[src/rtl/dino_pkg.sv]
// Shared types and defaults for the runner-game motion/control block.
package dino_pkg;

    typedef enum logic [1:0] {
        IDLE,
        RISE,
        HOLD,
        FALL
    } jump_state_t;

    localparam int unsigned DEF_ANIM_DIV    = 10_000_000;
    localparam int unsigned DEF_JUMP_DIV    = 250_000;
    localparam int unsigned DEF_JUMP_HEIGHT = 100;
    localparam int unsigned DEF_APEX_HOLD   = 8;

    localparam int unsigned LFSR_W = 16;
    localparam int unsigned RAND_W = 5;

    localparam logic [LFSR_W-1:0] DEF_SEED = 16'hACE1;

endpackage

[src/rtl/dino_lfsr.sv]
// Free-running 16-bit Fibonacci LFSR (x^16+x^14+x^13+x^11+1), immune to reset.
// Define DINO_RNG_BUTTON_MIX_EN to XOR the button level into the feedback bit.
module dino_lfsr
    import dino_pkg::*;
#(
    parameter logic [LFSR_W-1:0] SEED = DEF_SEED
) (
    input  logic              clk,
    input  logic              button,
    output logic [LFSR_W-1:0] lfsr_q
);

    // Power-up value only; deliberately untouched by reset so sequences stay varied.
    logic [LFSR_W-1:0] lfsr_r = SEED;
    logic              fb;
    logic [LFSR_W-1:0] lfsr_nxt;

`ifdef DINO_RNG_BUTTON_MIX_EN
    always_comb begin
        fb       = lfsr_r[15] ^ lfsr_r[13] ^ lfsr_r[12] ^ lfsr_r[10] ^ button;
        lfsr_nxt = {lfsr_r[LFSR_W-2:0], fb};
        if (lfsr_nxt == '0) begin
            lfsr_nxt = SEED;
        end
    end
`else
    logic unused_button;
    assign unused_button = button;

    always_comb begin
        fb       = lfsr_r[15] ^ lfsr_r[13] ^ lfsr_r[12] ^ lfsr_r[10];
        lfsr_nxt = {lfsr_r[LFSR_W-2:0], fb};
        if (lfsr_nxt == '0) begin
            lfsr_nxt = SEED;
        end
    end
`endif

    always_ff @(posedge clk) begin
        lfsr_r <= lfsr_nxt;
    end

    assign lfsr_q = lfsr_r;

endmodule

[src/rtl/dino_motion_ctrl.sv]
// Runner-game motion block: run-frame toggle, jump height FSM and random source.
// Optional macro DINO_RNG_BUTTON_MIX_EN (in dino_lfsr) mixes button into the RNG.
module dino_motion_ctrl
    import dino_pkg::*;
#(
    parameter int unsigned       ANIM_DIV    = DEF_ANIM_DIV,
    parameter int unsigned       JUMP_DIV    = DEF_JUMP_DIV,
    parameter int unsigned       JUMP_HEIGHT = DEF_JUMP_HEIGHT,
    parameter int unsigned       APEX_HOLD   = DEF_APEX_HOLD,
    parameter logic [LFSR_W-1:0] SEED        = DEF_SEED
) (
    input  logic              clk,
    input  logic              reset,
    input  logic              button,
    input  logic              halt,
    output logic              sprite,
    output logic [6:0]        jumpaddr,
    output logic              airborne,
    output logic [RAND_W-1:0] random
);

    localparam int unsigned AW        = $clog2(ANIM_DIV);
    localparam int unsigned SW        = $clog2(JUMP_DIV + 1);
    localparam int unsigned HW        = $clog2(APEX_HOLD + 2);
    localparam int unsigned HOLD_LAST = (APEX_HOLD == 0) ? 0 : APEX_HOLD - 1;

    logic [AW-1:0]     anim_cnt;
    logic [SW-1:0]     step_cnt;
    logic [HW-1:0]     hold_cnt;
    jump_state_t       state;
    logic              tick;
    logic [LFSR_W-1:0] lfsr_q;
    logic              unused_lfsr_hi;

    dino_lfsr #(
        .SEED(SEED)
    ) u_lfsr (
        .clk   (clk),
        .button(button),
        .lfsr_q(lfsr_q)
    );

    assign random         = lfsr_q[RAND_W-1:0];
    assign unused_lfsr_hi = ^lfsr_q[LFSR_W-1:RAND_W];
    assign tick           = (step_cnt == SW'(JUMP_DIV - 1));

    always_ff @(posedge clk) begin
        if (reset) begin
            anim_cnt <= '0;
            sprite   <= 1'b0;
            state    <= IDLE;
            step_cnt <= '0;
            hold_cnt <= '0;
            jumpaddr <= '0;
            airborne <= 1'b0;
        end else if (!halt) begin
            if (anim_cnt == AW'(ANIM_DIV - 1)) begin
                anim_cnt <= '0;
                sprite   <= ~sprite;
            end else begin
                anim_cnt <= anim_cnt + 1'b1;
            end

            // Every in-flight transition lands on a tick, so the wrap clears the counter on entry.
            if (state == IDLE || tick) begin
                step_cnt <= '0;
            end else begin
                step_cnt <= step_cnt + 1'b1;
            end

            case (state)
                IDLE: begin
                    if (button) begin
                        state    <= RISE;
                        airborne <= 1'b1;
                    end
                end
                RISE: begin
                    if (tick) begin
                        jumpaddr <= jumpaddr + 7'd1;
                        if (jumpaddr == 7'(JUMP_HEIGHT - 1)) begin
                            state    <= (APEX_HOLD == 0) ? FALL : HOLD;
                            hold_cnt <= '0;
                        end
                    end
                end
                HOLD: begin
                    if (tick) begin
                        if (hold_cnt == HW'(HOLD_LAST)) begin
                            state <= FALL;
                        end else begin
                            hold_cnt <= hold_cnt + 1'b1;
                        end
                    end
                end
                FALL: begin
                    if (tick) begin
                        jumpaddr <= jumpaddr - 7'd1;
                        if (jumpaddr == 7'd1) begin
                            state    <= IDLE;
                            airborne <= 1'b0;
                        end
                    end
                end
                default: begin
                    state <= IDLE;
                end
            endcase
        end
    end

endmodule

[config.mk]
export PLATFORM = sky130hd
export DESIGN_NAME = dino_motion_ctrl
export DESIGN_NICKNAME = d
export VERILOG_FILES = /design/src/rtl/dino_pkg.sv /design/src/rtl/dino_lfsr.sv /design/src/rtl/dino_motion_ctrl.sv
export SDC_FILE = /design/constraint.sdc
export NUM_CORES = 1
export LEC_CHECK = 0
export CORE_ASPECT_RATIO = 1.4
export CORE_MARGIN = 4
export CORE_UTILIZATION = 59
export DETAILED_ROUTE_END_ITERATION = 7
export GPL_TIMING_DRIVEN = 0
export PLACE_DENSITY = 0.87
export SYNTH_ARGS = -nofsm -noshare
export SYNTH_HDL_FRONTEND = slang
export SYNTH_SLANG_ARGS = --single-unit
[constraint.sdc]
create_clock -name clk -period 2.65 [get_ports clk]
set_input_delay 0.53 -clock clk [delete_from_list [all_inputs] [get_ports clk]]
set_output_delay 0.53 -clock clk [all_outputs]
set_load 0.01 [all_outputs]
==> metrics.cfg <==
[floorplanning]
die_w_um=72.0
fp-row-count=32
core_um2=5530
start_util_pct=61.3
die-area_um2=7030
ios=18
fp.dieH_um=97.6

[synthesis]
synthArstFlopShare_pct=0
synth_compound_area_share_pct=4.51
syn_nets=386
syn_avg_cell_area_um2=9.13
synthMuxAreaShare_pct=1.77
yosys.area_share.simple_pct=29.2
synth_flop_cell=dfxtp_1
synthDistinctLibCells=42
synth-edff-count=0
netlist_area_um2=3390
synth-xor-area-share_pct=12.9
synthAdderAreaFrac_pct=4.07
yosysWarnings=0
synth_top_family_by_area=simple AND/OR/NAND/NOR gates
synth-seq-cells=73
syn-instance-count=371
synth_seq_area_share_pct=43.2

[sta]
skew_ns=0.00612
fmax_ghz=0.431
slew_viol_final=0
grt_setup_unrepaired=false
max_slew.worst_pin.slew_ns=0.814
period_share_pct=87.6
finalSetupTns_ns=0
hold_violations=0
maxSlewHeadroom_pct=45.2
final-setup-viol-count=0
timing.final.crit_period_ns=2.32

[finish]
final_cells=471
final_cell_mix=dfxtp_1, nor2_1, xor2_1
final_nets=414
final_common_cell=dfxtp_1
diodes=0
nFillCells=450
drive_gt1_share_pct=8.68
area_growth_pct=13.7

[cts]
cts_root_buffer=clkbuf_8
cts_made_buffers=9
cts.sinks=73
cts_tree=yes
cts_setup_buffers=0
h-tree-depth=3
ctsResizeCount=0
clk_pin_slew_ns=0.07
clkLatencyLatePin_ns=0.34
hold_buffers=0
clk_path_buf_depth=2

[routing]
final_antenna_net_count=0
wl_um=6420
post_drt_wl_per_cell_um=13.6
via_per_inst=5.62
dr_total_vias=2645
first_pass_iters=4
drc=0
drtIter0Drc=94

[worst_setup_path]
r2r_slack_ns=0.46
cp-start-kind=input pin
r2r_start=step_cnt[0]$_SDFFE_PP0N_
rr_worst_depth=7
crit_slowest_cell=clkdlybuf4s50_1
arrival_ns=2.54
cp.required_ns=2.87
crit_family=buffers and inverters
path_cells=clkdlybuf4s50_1 > and4b_1 > clkbuf_1 > nand3_1 > nor2_1 > or2_2 > clkbuf_1 > nor2_1
r2r_end=step_cnt[16]$_SDFFE_PP0N_
critPathMaxFanout=10
cp_num_buf_inv=3
critPathKind=input pin to register
max_stage_delay_ns=0.47
end_kind=register

[grt]
grt_pass1_wl_um=11600
overflow=0
grt_usage_pct=20.3
grt_max_degree=12
grt_pass1_vias=2670
grt_antenna_before_repair=0

[place]
dp_hpwl_um=4580
finalWeightedCongestion=0.867
io_buffers=17
placed_cells=456

[run_status]
outcome=finished, final reports clean

[power]
ir_worst_vdd_uv=489
power_density_nw_per_um2=599
p_leak_uw=0.00144

[worst_hold_path]
hold_depth=1
hold_end=u_lfsr.lfsr_q[12]$_SDFF_PN0_
min_path_type=register to register
holdCritStartpoint=u_lfsr.lfsr_q[11]$_SDFF_PN1_

[job]
maxCapViolations=0

[sequential cells by signal (all words and copies together), names as in the netlist]
| signal | cells |
|---|---|
| airborne | 1 |
| anim_cnt | 24 |
| hold_cnt | 4 |
| jumpaddr | 7 |
| sprite | 1 |
| state | 2 |
| step_cnt | 18 |
| u_lfsr.lfsr_q | 16 |
[routing by layer]
metal,vias to the layer above,global-route usage (%),share of wire [%]
met3,15,2.90,3.3
li1,1322,-,-
met5,-,0,0
met1,1250,23.0,42
met2,58,35.3,53
met4,0,11.7,2.5
[kinds of logic (layout without fill, tap and decap cells)]
family | Yosys count | count (layout)
adder cells (fa/ha/maj) | 11 | 11
XOR/XNOR | 50 | 50
AO/OA/AOI/OAI | 22 | 22
flip-flops | 73 | 73
multiplexers | 6 | 6
AND/OR/NAND/NOR | 176 | 176
buffers and inverters | 33 | 65
[area by class of cell]
class                           instances  area, um2  area share (%)
Tap cell                               68       85.1            2.21
Clock inverter                          3       65.1            1.69
Inverter                                5       18.8           0.487
Multi-Input combinational cell        265       1780            46.1
Sequential cell                        73       1460            37.9
Buffer                                 28        130            3.38
Clock buffer                           12        145            3.77
Timing Repair Buffer                   17        170            4.42
[cells in the mapped netlist, types with 7 or more instances]
library cell	count	area, um2
and4b_1	7	70.1
nand2b_1	8	50.1
ha_1	11	138
clkbuf_1	18	67.6
nand3_1	21	105
nor4_1	9	56.3
nor2_1	59	221
nand4_1	10	62.6
xnor2_1	21	184
dfxtp_1	73	1460
or2_2	9	56.3
xor2_1	29	254
nand2_1	11	41.3
and3_1	10	62.6
[where the power goes]
part	internal (uW)	total (uW)	leakage (uW)	switching, uW
clock	550	940	0.000106	390
sequential	1120	1140	0.000589	19.8
combinational	92.9	232	0.000750	139
[how the worst max path moves through the flow]
stage / start / to / slack [ns] / cells past startpoint
final: halt / anim_cnt[23]$_SDFFE_PP0N_ / 0.33 / 8
after global routing: halt / anim_cnt[7]$_SDFFE_PP0N_ / 0.16 / 8
after floorplan: state[0]$_SDFFE_PP0P_ / hold_cnt[3]$_SDFFE_PP0P_ / 0.81 / 7
after detailed placement: halt / anim_cnt[23]$_SDFFE_PP0N_ / -0.04 / 8
after CTS: halt / anim_cnt[23]$_SDFFE_PP0N_ / 0.32 / 8
after global placement: halt / anim_cnt[15]$_SDFFE_PP0N_ / 0.02 / 8
[through the flow]
| step | utilization (%) | setup WS [ns] | total power (uW) | instance area (um2) | hold WS [ns] |
|---|---|---|---|---|---|
| 3_5_place_dp | 65.9 | -0.0366 | 1390 | 3640 | 0.419 |
| 6_report | 69.7 | 0.329 | 2310 | 3850 | 0.427 |
| 2_1_floorplan | - | 0.814 | 1330 | 3390 | 0.406 |
| 5_1_grt | 69.7 | 0.158 | 2380 | 3850 | 0.451 |
| 4_1_cts | 69.7 | 0.317 | 2320 | 3850 | 0.432 |
| 3_3_place_gp | 65.9 | 0.0197 | 1380 | 3640 | 0.416 |
(Power assumes the default switching activity.)
